## src/rtl/gfx_pkg.sv

```systemverilog
// rtl/gfx_pkg.sv - shared sprite/orientation constants and blit FSM state type
package gfx_pkg;

  localparam logic [1:0] UP    = 2'd0;
  localparam logic [1:0] RIGHT = 2'd1;
  localparam logic [1:0] DOWN  = 2'd2;
  localparam logic [1:0] LEFT  = 2'd3;

  localparam int SPR_W   = 8;
  localparam int SPR_H   = 8;
  localparam int SPR_PIX = SPR_W * SPR_H;

  typedef enum logic [2:0] {
    IDLE,
    SETUP,
    LOAD,
    RSTART,
    DRAW,
    DONE
  } blit_state_t;

endpackage

```

## src/rtl/rr_arbiter.sv

```systemverilog
// rtl/rr_arbiter.sv - combinational round-robin pick: first requester at or after ptr
module rr_arbiter #(
  parameter int N = 2,
  parameter int PTR_W = (N > 1) ? $clog2(N) : 1
) (
  input  logic [N-1:0]     req,
  input  logic [PTR_W-1:0] ptr,
  output logic [N-1:0]     gnt
);

  logic [PTR_W-1:0] idx;

  // Scan from farthest to nearest so the nearest active requester wins.
  always_comb begin
    gnt = '0;
    idx = '0;
    for (int k = N - 1; k >= 0; k--) begin
      idx = PTR_W'((int'(ptr) + k) % N);
      if (req[idx]) begin
        gnt = '0;
        gnt[idx] = 1'b1;
      end
    end
  end

endmodule

```

## src/rtl/sprite_blit_ctrl.sv

```systemverilog
// rtl/sprite_blit_ctrl.sv - arbitrates blit requests and sequences ROM -> sprite_buffer -> framebuffer
module sprite_blit_ctrl
  import gfx_pkg::*;
#(
  parameter int          NUM_REQ  = 2,
  parameter int          ADDR_W   = 12,
  parameter int          X_W      = 9,
  parameter int          Y_W      = 8,
  parameter int          SCREEN_W = 320,
  parameter int          SCREEN_H = 240,
  parameter logic [23:0] KEY_RGB  = 24'hFF00FF
) (
  input  logic                      clk,
  input  logic                      rst,
  input  logic [NUM_REQ-1:0]        req,
  input  logic [NUM_REQ*ADDR_W-1:0] req_base,
  input  logic [NUM_REQ*2-1:0]      req_ori,
  input  logic [NUM_REQ*X_W-1:0]    req_x,
  input  logic [NUM_REQ*Y_W-1:0]    req_y,
  output logic [NUM_REQ-1:0]        gnt,
  output logic [NUM_REQ-1:0]        done,
  output logic [ADDR_W-1:0]         rom_addr,
  input  logic [23:0]               rom_rgb,
  output logic                      buf_set_ori,
  output logic [1:0]                buf_ori,
  output logic                      buf_write,
  output logic                      buf_read,
  output logic [23:0]               buf_wrgb,
  input  logic [23:0]               buf_rrgb,
  output logic                      fb_we,
  output logic [X_W-1:0]            fb_x,
  output logic [Y_W-1:0]            fb_y,
  output logic [23:0]               fb_rgb
);

  localparam int PTR_W = (NUM_REQ > 1) ? $clog2(NUM_REQ) : 1;
  localparam int XW1 = X_W + 1;
  localparam int YW1 = Y_W + 1;
  localparam logic [X_W:0] LIM_X = XW1'(SCREEN_W);
  localparam logic [Y_W:0] LIM_Y = YW1'(SCREEN_H);

  blit_state_t        state;
  logic [5:0]         cnt;
  logic [PTR_W-1:0]   rr_ptr;
  logic [PTR_W-1:0]   sel;
  logic [PTR_W-1:0]   arb_idx;
  logic [NUM_REQ-1:0] arb_gnt;
  logic [ADDR_W-1:0]  base;
  logic [ADDR_W-1:0]  pick_base;
  logic [X_W-1:0]     pos_x;
  logic [Y_W-1:0]     pos_y;
  logic [X_W:0]       wide_x;
  logic [Y_W:0]       wide_y;

  rr_arbiter #(.N(NUM_REQ), .PTR_W(PTR_W)) u_arb (
    .req (req),
    .ptr (rr_ptr),
    .gnt (arb_gnt)
  );

  always_comb begin
    arb_idx = '0;
    for (int k = 0; k < NUM_REQ; k++) begin
      if (arb_gnt[k]) arb_idx = PTR_W'(k);
    end
    pick_base = req_base[int'(arb_idx)*ADDR_W +: ADDR_W];
  end

  always_ff @(posedge clk) begin
    if (rst) begin
      state       <= IDLE;
      cnt         <= '0;
      rr_ptr      <= '0;
      sel         <= '0;
      base        <= '0;
      pos_x       <= '0;
      pos_y       <= '0;
      gnt         <= '0;
      done        <= '0;
      rom_addr    <= '0;
      buf_set_ori <= 1'b0;
      buf_ori     <= 2'd0;
      buf_write   <= 1'b0;
      buf_read    <= 1'b0;
    end else begin
      buf_set_ori <= 1'b0;
      buf_write   <= 1'b0;
      buf_read    <= 1'b0;
      done        <= '0;
      case (state)
        IDLE: begin
          // The cycle showing done is skipped so the finished requester can drop req first.
          if (arb_gnt != '0 && done == '0) begin
            state       <= SETUP;
            gnt         <= arb_gnt;
            sel         <= arb_idx;
            base        <= pick_base;
            pos_x       <= req_x[int'(arb_idx)*X_W +: X_W];
            pos_y       <= req_y[int'(arb_idx)*Y_W +: Y_W];
            rom_addr    <= pick_base;
            buf_ori     <= req_ori[int'(arb_idx)*2 +: 2];
            buf_set_ori <= 1'b1;
            buf_write   <= 1'b1;
          end
        end
        SETUP: begin
          state    <= LOAD;
          cnt      <= '0;
          rom_addr <= base + ADDR_W'(1);
        end
        LOAD: begin
          cnt      <= cnt + 6'd1;
          rom_addr <= base + ADDR_W'(cnt) + ADDR_W'(2);
          if (cnt == 6'd63) begin
            state    <= RSTART;
            rom_addr <= '0;
            buf_read <= 1'b1;
          end
        end
        RSTART: begin
          state <= DRAW;
          cnt   <= '0;
        end
        DRAW: begin
          cnt <= cnt + 6'd1;
          if (cnt == 6'd63) state <= DONE;
        end
        DONE: begin
          done   <= gnt;
          gnt    <= '0;
          rr_ptr <= (int'(sel) == NUM_REQ - 1) ? '0 : sel + 1'b1;
          state  <= IDLE;
        end
        default: state <= IDLE;
      endcase
    end
  end

  // Pixel path is combinational so each buffer read lands on the framebuffer in the same cycle.
  always_comb begin
    wide_x   = {1'b0, pos_x} + XW1'(cnt[2:0]);
    wide_y   = {1'b0, pos_y} + YW1'(cnt[5:3]);
    buf_wrgb = (state == LOAD) ? rom_rgb : 24'h0;
    fb_we    = 1'b0;
    fb_x     = '0;
    fb_y     = '0;
    fb_rgb   = 24'h0;
    if (state == DRAW) begin
      fb_x   = wide_x[X_W-1:0];
      fb_y   = wide_y[Y_W-1:0];
      fb_rgb = buf_rrgb;
      fb_we  = (buf_rrgb != KEY_RGB) && (wide_x < LIM_X) && (wide_y < LIM_Y);
    end
  end

endmodule

```

## config.mk

```make
export PLATFORM = sky130hd
export DESIGN_NAME = sprite_blit_ctrl
export DESIGN_NICKNAME = d
export VERILOG_FILES = /design/src/rtl/gfx_pkg.sv /design/src/rtl/rr_arbiter.sv /design/src/rtl/sprite_blit_ctrl.sv
export SDC_FILE = /design/constraint.sdc
export NUM_CORES = 1
export LEC_CHECK = 0
export ABC_AREA = 1
export BUFFER_PORTS_ARGS = -buffer_cell sky130_fd_sc_hd__buf_2
export CORE_UTILIZATION = 40
export CTS_CLUSTER_DIAMETER = 50
export CTS_CLUSTER_SIZE = 25
export DETAILED_ROUTE_END_ITERATION = 8
export PLACE_DENSITY = 0.73
export SETUP_SLACK_MARGIN = 0.02
export SYNTH_ARGS = -nofsm -noshare
export SYNTH_HDL_FRONTEND = slang
export SYNTH_HIERARCHICAL = 1
export SYNTH_SLANG_ARGS = --single-unit
```

## constraint.sdc

```tcl
create_clock -name clk -period 6.15 [get_ports clk]
set_clock_uncertainty 0.05 [all_clocks]
set_input_delay 0.3075 -clock clk [delete_from_list [all_inputs] [get_ports clk]]
set_output_delay 0.3075 -clock clk [all_outputs]
set_load 0.05 [all_outputs]
```

# Word-level counts from Yosys, hierarchy flattened
# Index checks and enable logic that the tools add are counted.
# word_totals
register_bits,60
inputBits,114
output_inout_bits,87
elab_cells,95
# classes
n_addsub,8
mul,2
magnitude_cmp,6
n_eq_ne,10
shift,4
muxes,29
n_bitwise,3
n_reduce_logical,20
# ops
operator,n
24-bit 2-to-1 mux,2
12-bit case mux with 3 select lines,1
12-bit 2-to-1 mux,2
"24-bit != test, second input constant",1
24-bit by 6-bit variable part select with 12-bit output,1
18-bit by 6-bit variable part select with 9-bit output,1
16-bit by 5-bit variable part select with 8-bit output,1
3-bit case mux with 5 select lines,1
"12-bit by 1-bit adder with 12-bit output, second input constant",1
"12-bit by 2-bit adder with 12-bit output, second input constant",1
12-bit by 6-bit adder with 12-bit output,1
6-bit case mux with 2 select lines,1
1-bit 2-to-1 mux,11
9-bit by 3-bit adder with 10-bit output,1
"10-bit by 9-bit < comparator with 1-bit output, second input constant",1
2-bit OR reduction,5
8-bit by 3-bit adder with 9-bit output,1
"9-bit by 8-bit < comparator with 1-bit output, second input constant",1
3-bit 2-to-1 mux,3
9-bit 2-to-1 mux,1
8-bit 2-to-1 mux,1
"6-bit by 1-bit adder with 6-bit output, second input constant",1
"3-bit by 2-bit equality test with 1-bit output, second input constant",2
"3-bit equality test, second input constant",2
20 further kinds,38

# Depth between registers and ports, before layout
# Gate-level depths: netlist of the first run.
# depth
depth_word,12
mapped_depth,13
ltp_nobuf,13

# Cells and area by module
# The synthesis of the first run kept the hierarchy.
# modules_own_cells
mod,instances,cells_each,area_each_um2
sprite_blit_ctrl,1,763,4535.6
rr_arbiter,1,4,27.5

# Least setup slack after synthesis of the first run
# Ideal clock, no wire load.
# synth_path
path_type,register to output
from,register cnt[0]
to,output port fb_we
arrival_time_ps,2308
required_ps,5793
setup_slack_ps,3484
path_stages_with_launch,13
n_path_buf,0
path_cell_list,dfxtp_1 > ha_1 > inv_1 > fa_1 > inv_1 > nand2_1 > a21boi_0 > nand3_1 > nand2_1 > nand2_1 > inv_1 > nor2_1 > nor2_1
# synth_via
elab_chain_len,5
# synth_rtl
item,line,rtl
from (decl),sprite_blit_ctrl.sv:43,logic [5:0] cnt;
from (signal assigned),sprite_blit_ctrl.sv:112,cnt <= cnt + 6'd1;
from (signal assigned),sprite_blit_ctrl.sv:125,cnt <= cnt + 6'd1;
9-bit by 3-bit adder with 10-bit output,sprite_blit_ctrl.sv:141,"wide_x = {1'b0, pos_x} + XW1'(cnt[2:0]);"
10-bit by 9-bit < comparator with 1-bit output,sprite_blit_ctrl.sv:152,fb_we = (buf_rrgb != KEY_RGB) && (wide_x < LIM_X) && (wide_y < LIM_Y);
1-bit logical AND (2 in a row),sprite_blit_ctrl.sv:152,
1-bit 2-to-1 mux,sprite_blit_ctrl.sv:148,if (state == DRAW) begin
to (decl),sprite_blit_ctrl.sv:30,"output logic fb_we,"
# Every way passes these cells.

# Worst setup path after layout of the first run
# Ends and elaborated chain as after synthesis.

==> results of run 1 <==
[worst min-delay path by stage]
stage                      end  depth (start not counted)  slack, ns       start
finish                pos_x[8]                          3       0.21   req_x[17]
CTS                   pos_x[8]                          3       0.21   req_x[17]
detailed placement      rr_ptr                          1       0.39         sel
global placement       done[1]                          2       0.39      gnt[1]
floorplan               rr_ptr                          1       0.37         sel
global route        buf_ori[0]                          3       0.22  req_ori[2]
[sequential cells by signal, indices dropped and copies added, names as in the netlist]
register and count:
rom_addr 12, base 12, gnt 2, buf_write 1, pos_y 8, cnt 6, state 3, sel 1
rr_ptr 1, pos_x 9, buf_read 1, buf_ori 2, done 2
[stage by stage]
step / area [um2] / total power [mW]
after floorplan: 4560 / 1.53
after global placement: 5600 / 1.76
after detailed placement: 5600 / 1.77
after CTS: 5910 / 2.29
after global routing: 5910 / 2.47
final: 5910 / 2.28
[tightest hold or removal path: stages]
cell	delay [ns]
buf_2	0.07
a21oi_1	0.05
a21oi_1	0.12
[cells in the final DEF (no fill, tap or decap), types with 4 or more instances in the layout]
master     synthesis  layout
buf_2             12     200
inv_1            142     142
nor2_1           135     135
nand2_1          128     128
a21oi_1           77      77
dfxtp_1           60      60
o21ai_0           59      59
nand3_1           55      55
ha_1              20      20
nand4_1           13      13
clkbuf_16          0       9
mux2_2             5       5
a211oi_1           4       4
xor2_1             4       4
o21ai_1            4       4
nor3_1             4       4
inv_2              4       4
[per-layer routing]
layer	wire (um)	global-route usage, %
met3	797	1.67
met1	5980	29.0
met4	140	7.53
met5	0	0
met2	5690	34.7
[power by group through the flow]
| stage | logic [mW] | registers (mW) | clock network [mW] |
|---|---|---|---|
| 2_1_floorplan | 0.769 | 0.764 | 0 |
| 3_3_place_gp | 1.12 | 0.639 | 0 |
| 3_5_place_dp | 1.13 | 0.640 | 0 |
| 4_1_cts | 1.14 | 0.634 | 0.517 |
| 5_1_grt | 1.28 | 0.655 | 0.537 |
| 6_report | 1.14 | 0.636 | 0.508 |
[area by class of cell]
class / instances / area (um2) / area share [%]
multi-input combinational: 530 / 2660 / 45.0
sequential: 60 / 1200 / 20.3
timing repair buffer: 203 / 1020 / 17.3
inverter: 146 / 548 / 9.28
clock buffer: 9 / 225 / 3.81
tap: 140 / 175 / 2.97
clock inverter: 7 / 76.3 / 1.29
[logic make-up (layout without fill, tap and decap cells)]
family,after synthesis,in the layout,share of synthesized area [%]
flops,60,60,26.3
buf+inv,177,365,15.6
mux,5,5,1.23
simple gates,347,347,32.0
fa+ha+maj,23,23,6.80
xor+xnor,4,4,0.768
compound gates,151,151,17.3
==> summary.md, run 1 <==
| Metric | Value |
|---|---|
| DR iter-0 viols | `310` |
| Gate Count Post-Synth | `767` |
| PortBufs | `200` |
| CP endpoint kind | `output pin` |
| DIE HEIGHT | `109 um` |
| IO Count | `201` |
| Crit path depth | `13` |
| Util after Layout | `53.8%` |
| Switch Pwr | `1.15 mW` |
| Mean post-synth cell area | `5.95 um2` |
| Sink Count | `60` |
| Num CTS Buffers | `9` |
| Top delay family on crit path | `adder cells` |
| Vias in the first global route | `4291` |
| Antenna Nets Post-Route | `0` |
| TNS Setup | `0 ns` |
| Vias | `5240` |
| CTS tree | `built` |
| Initial core utilization | `41.5%` |
| Grt ovf | `0` |
| Net switching fraction of the power | `50.2%` |
| Final setup violation count | `0` |
| Cell Area, Synth | `4560 um2` |
| Hold Buf Count CTS | `0` |
| Final Hold Viols | `0` |
| Crit path required time | `5.79 ns` |
| Clk pin slew, worst setup/hold paths | `0.06 ns` |
| Post-cts gate resize count | `0` |
| Synth warn | `6` |
| CP arrival | `2.54 ns` |
| Post-Route WL | `12600 um` |
| Reg2Reg Depth | `12` |
| Initial antenna violation count | `0` |
| Nets | `1087` |
| Async SR Flop Fraction | `0%` |
| Root Buffer Master | `clkbuf_16` |
| Cell with the most instances after synthesis | `inv_1` |
| P_int | `1.14 mW` |
| DP Cell Count | `1079` |
| Largest net degree at the start of global routing | `59` |
| Comb pwr share | `49.9%` |
| Fin crit period | `2.90 ns` |
| Worst hold slack | `0.210 ns` |
| Reg2reg end | `rom_addr[5]` |
| Synthesized Nets | `904` |
| Gr usage total | `21.1%` |
| Worst-case vdd ir drop | `296 uV` |
| Yosys top cell by area | `dfxtp_1` |
| Worst slack, placed | `3.62 ns` |
| Die X | `109 um` |
| Global-route wire length before repair | `19800 um` |
| Fill cells | `1127` |
| N_diodes | `0` |
| Sequential share of power | `27.9%` |
| CP max stage cell | `dfxtp_1` |
| RePlAce Congestion | `0.827` |
| Relative max-transition margin | `54.6%` |
| Deepest clock path buffer count | `2` |
| Yosys cell types | `35` |
| CP cell instances | `ha_1 -> inv_1 -> fa_1 -> inv_1 -> nand2_1 -> a21boi_0 -> nand3_1 -> nand2_1 -> nand2_1 -> inv_1 -> nor2_1 -> nor2_1 -> buf_2` |
| Max Slew Vio Count | `0` |
| R2R setup slack | `3.76 ns` |
| Register area share after synthesis | `26.3%` |
| Fin cells | `1095` |
| Outcome | `completed` |
| Ranking of synthesized cells by area | `dfxtp_1, inv_1, nor2_1, nand2_1, a21oi_1` |
| WP buf/inv | `4` |
| PD cells | `387 nW/um2` |
| Setup WS post-layout | `3.25 ns` |
| Clock power share | `22.3%` |
| Crit-path max cell delay | `0.43 ns` |
| Postcts setup bufs | `0` |
| Area Overhead vs Synth | `29.4%` |
| Synth top cells by count | `inv_1, nor2_1, nand2_1` |
| Dpl hpwl | `9550 um` |
| Maximum clock rate | `345 MHz` |
| Avg WL per Cell | `11.5 um` |
| Remaining DRCs | `0` |
| HP Class | `input pin to flop` |
| Register bit total from synthesis | `60` |
| Reg2Reg Launch Point | `cnt[1]` |
| Synth top area share | `26.3%` |
| WS Path Type | `flop to output pin` |
| Row count | `38` |
| RSZ-0062 raised after global routing | `false` |
| Max-cap violations | `0` |
| Tightest Pin Transition | `0.680 ns` |
| Type of origin of the critical path | `flop` |
| Vias per std cell | `4.79` |
| H-tree depth | `3` |
| Worst setup path startpoint | `cnt[0]` |
| Core Area | `11000 um2` |
| DIE AREA | `11800 um2` |
| Layout cell share with drive strength beyond 1 | `25.2%` |
| Clock Latency Late Sink | `0.33 ns` |
| Ys flop type | `dfxtp_1` |
| Static leakage | `3.36 nW` |
| Fin crit share | `47.1%` |
| Number of enable flip-flop cells after synthesis | `0` |
| Drt first pass iters | `4` |
| Critical Path Fanout Max | `6` |
| Critical path endpoint | `fb_we` |
Note: power is estimated with default switching activity, not from simulation.
==> run 2: changes to the inputs <==
--- a/config.mk
+++ b/config.mk
@@ -5,13 +5,13 @@
 export SDC_FILE = /design/constraint.sdc
 export NUM_CORES = 1
 export LEC_CHECK = 0
-export ABC_AREA = 1
+export ABC_AREA = 0
 export BUFFER_PORTS_ARGS = -buffer_cell sky130_fd_sc_hd__buf_2
 export CORE_UTILIZATION = 40
 export CTS_CLUSTER_DIAMETER = 50
 export CTS_CLUSTER_SIZE = 25
 export DETAILED_ROUTE_END_ITERATION = 8
-export PLACE_DENSITY = 0.73
+export PLACE_DENSITY = 0.74
 export SETUP_SLACK_MARGIN = 0.02
 export SYNTH_ARGS = -nofsm -noshare
 export SYNTH_HDL_FRONTEND = slang
==> constraint.sdc (replaced) <==
create_clock -name clk -period 2.8 [get_ports clk]
set_clock_uncertainty 0.05 [all_clocks]
set_input_delay 0.14 -clock clk [delete_from_list [all_inputs] [get_ports clk]]
set_output_delay 0.14 -clock clk [all_outputs]
set_load 0.05 [all_outputs]
==> run 2 against run 1 <==
Compared with the run above: largest power group is now sequential cells; flip-flop and latch count stayed put; largest cell class unchanged; cell count is 18% lower; count of clock-buffer cells in the layout is 3 higher; design area is 1.0% lower; sequential power is 68% higher; clock power is 59% higher; power is 28% higher; first-iteration DRC count is 11% higher; synthesized cell count is 27% lower.
==> summary.md, run 2 <==
| Metric | Value |
|---|---|
| Ranking of synthesized cells by area | `dfxtp_1, mux2i_1, nor2_1, a211oi_1, ha_1` |
| H-tree depth | `3` |
| PortBufs | `200` |
| Synth warn | `6` |
| Critical Path Fanout Max | `6` |
| Max Slew Vio Count | `0` |
| Post-Route WL | `13700 um` |
| Nets | `890` |
| Fin crit share | `95.3%` |
| Clk pin slew, worst setup/hold paths | `0.07 ns` |
| Synth top area share | `27.4%` |
| Post-Layout Inst Area | `5850 um2` |
| WS Path Type | `flop to output pin` |
| PD cells | `501 nW/um2` |
| Core Area | `10500 um2` |
| Crit-path max cell delay | `0.37 ns` |
| Row count | `37` |
| DR iter-0 viols | `343` |
| Commonest non-fill, non-tap cell in the layout | `buf_2` |
| Die X | `107 um` |
| Fin cells | `894` |
| RSZ-0062 raised after global routing | `true` |
| RePlAce Congestion | `0.901` |
| Drt first pass iters | `5` |
| Final setup violation count | `0` |
| Vias | `4842` |
| Yosys top cell by area | `dfxtp_1` |
| Static leakage | `2.84 nW` |
| Final Hold Viols | `0` |
| Crit path required time | `2.61 ns` |
| Initial core utilization | `41.9%` |
| R2R setup slack | `0.19 ns` |
| Cell with the most instances after synthesis | `nor2_1` |
| Ys flop type | `dfxtp_1` |
| Max-cap violations | `0` |
| CTS tree | `built` |
| Maximum clock rate | `375 MHz` |
| Vias in the first global route | `4442` |
| IO Count | `201` |
| N_diodes | `0` |
| Cell Area, Synth | `4380 um2` |
| Yosys cell types | `61` |
| Antenna Nets Post-Route | `0` |
| Grt ovf | `0` |
| Largest net degree at the start of global routing | `59` |
| Sink Count | `60` |
| Area Overhead vs Synth | `33.4%` |
| Reg2Reg Depth | `10` |
| Num CTS Buffers | `9` |
| Register bit total from synthesis | `60` |
| HP Start | `req_y[4]` |
| DIE AREA | `11400 um2` |
| Outcome | `completed` |
| Reg2reg end | `rom_addr[5]` |
| Async SR Flop Fraction | `0%` |
| Most frequent cells in the layout | `buf_2, nor2_1, dfxtp_1, a211oi_1, nand2_1` |
| Worst setup path startpoint | `cnt[1]` |
| Synthesized Nets | `696` |
| Relative max-transition margin | `49.6%` |
| Gr usage total | `23.8%` |
| Clock Latency Late Sink | `0.35 ns` |
| CP endpoint kind | `output pin` |
| CP cell instances | `buf_4 -> ha_1 -> a21o_1 -> a21oi_4 -> nor3_1 -> o311a_1 -> nor4_4 -> buf_6` |
| HP Class | `input pin to flop` |
| Placed cell areas | `5570 um2` |
| Gate Count Post-Synth | `559` |
| Fin crit period | `2.67 ns` |
| Avg WL per Cell | `15.4 um` |
| DP Cell Count | `876` |
| Vias per std cell | `5.42` |
| CP arrival | `2.48 ns` |
| Type of origin of the critical path | `flop` |
| Global-route wire length before repair | `21400 um` |
| Tightest Pin Transition | `0.756 ns` |
| Layout cell share with drive strength beyond 1 | `34.6%` |
| Remaining DRCs | `0` |
| Number of enable flip-flop cells after synthesis | `0` |
| Worst-case vdd ir drop | `280 uV` |
| Mean post-synth cell area | `7.84 um2` |
| DIE HEIGHT | `107 um` |
| Critical path endpoint | `fb_we` |
| Top Registers | `base: 12 flops, rom_addr: 12 flops, pos_x: 9 flops` |
| Fill cells | `989` |
| Initial antenna violation count | `0` |
| Reg2Reg Launch Point | `cnt[1]` |
| Root Buffer Master | `clkbuf_8` |
| Register area share after synthesis | `27.4%` |
| Dpl hpwl | `10800 um` |
| CP max stage cell | `o311a_1` |
| Deepest clock path buffer count | `2` |
| Synth top cells by count | `nor2_1, dfxtp_1, a211oi_1` |
==> run 2: changes by cell type after synthesis, moves of 9 or more <==
cell	delta
inv_1	-124
nand2_1	-94
nor2_1	-57
a21oi_1	-46
o21ai_0	-44
nand3_1	-39
a211oi_1	+33
and3_1	+31
mux2i_1	+31
and2_1	+25
xnor2_1	+11
clkbuf_1	+9
nor3_1	+9
==> run 2: per-stage QoR <==
step                      setup TNS (ns)  utilization [%]  setup slack (ns)  power (mW)  hold WS (ns)
final                                  0             55.9             0.131        2.93        0.0805
after global routing            -0.00769             55.9          -0.00769        3.09        0.0779
after CTS                              0             55.4            0.0345        2.94        0.0758
after detailed placement               0             53.2             0.163        2.13         0.420
after global placement                 0             53.2             0.252        2.11         0.400
after floorplan                        0                -             0.145        1.80         0.266
==> run 2: how the worst min path moves through the flow <==
stage                   to  slack, ns  cells after the start
5_1_grt           pos_x[7]       0.08                      3
4_1_cts           pos_x[5]       0.08                      3
2_1_floorplan  rom_addr[7]       0.27                      3
3_3_place_gp           sel       0.40                      2
3_5_place_dp        gnt[0]       0.42                      2
6_report          pos_y[4]       0.08                      3
==> run 2: layout make-up <==
class / instances / area [um2] / share of cell area [%]
Tap cell: 136 / 170 / 2.91
Multi-Input combinational cell: 443 / 3020 / 51.7
Clock buffer: 12 / 155 / 2.65
Clock inverter: 4 / 47.5 / 0.813
Sequential cell: 60 / 1210 / 20.6
Timing Repair Buffer: 221 / 1180 / 20.2
Inverter: 18 / 67.6 / 1.16
==> run 2: report_power, final <==
group	switching (mW)	total, mW	internal (mW)
clock network	0.351	0.808	0.457
registers	0.112	1.07	0.960
logic	0.678	1.05	0.371
total	1.14	2.93	1.79
==> run 2: logic make-up (layout without fill, tap and decap cells) <==
logic type	count (synthesis)	count (layout)	share of synthesized area [%]
compound gates	126	126	19.8
simple gates	238	238	28.1
flops	60	60	27.4
buf+inv	56	255	5.40
xor+xnor	22	22	4.40
mux	34	34	7.85
fa+ha+maj	23	23	7.08
==> run 2: per-layer routing <==
layer	track usage, %	part of all wire (%)
met3	3.77	6.1
met5	0	0
met1	31.3	44
met4	11.4	2.7
met2	37.9	47
==> run 2: critical path, delay by kind of cell, from the launching register on <==
kind / cells / cell delay (ns)
AOI/OAI and AO/OA: 3 / 0.82
adders and majority gates: 1 / 0.28
buffers and inverters: 2 / 0.35
DFF: 1 / 0.32
and+or+nand+nor: 2 / 0.37
==> run 2: timing repair <==
item / 4_1_cts / 5_1_grt
endpoints found under the setup margin: 2 / 4
endpoints found under the hold margin: 0 / 0
gates resized for setup: 8 / 9
hold buffers: 0 / 0
setup buffers: 0 / 2
pin swaps: 0 / 3
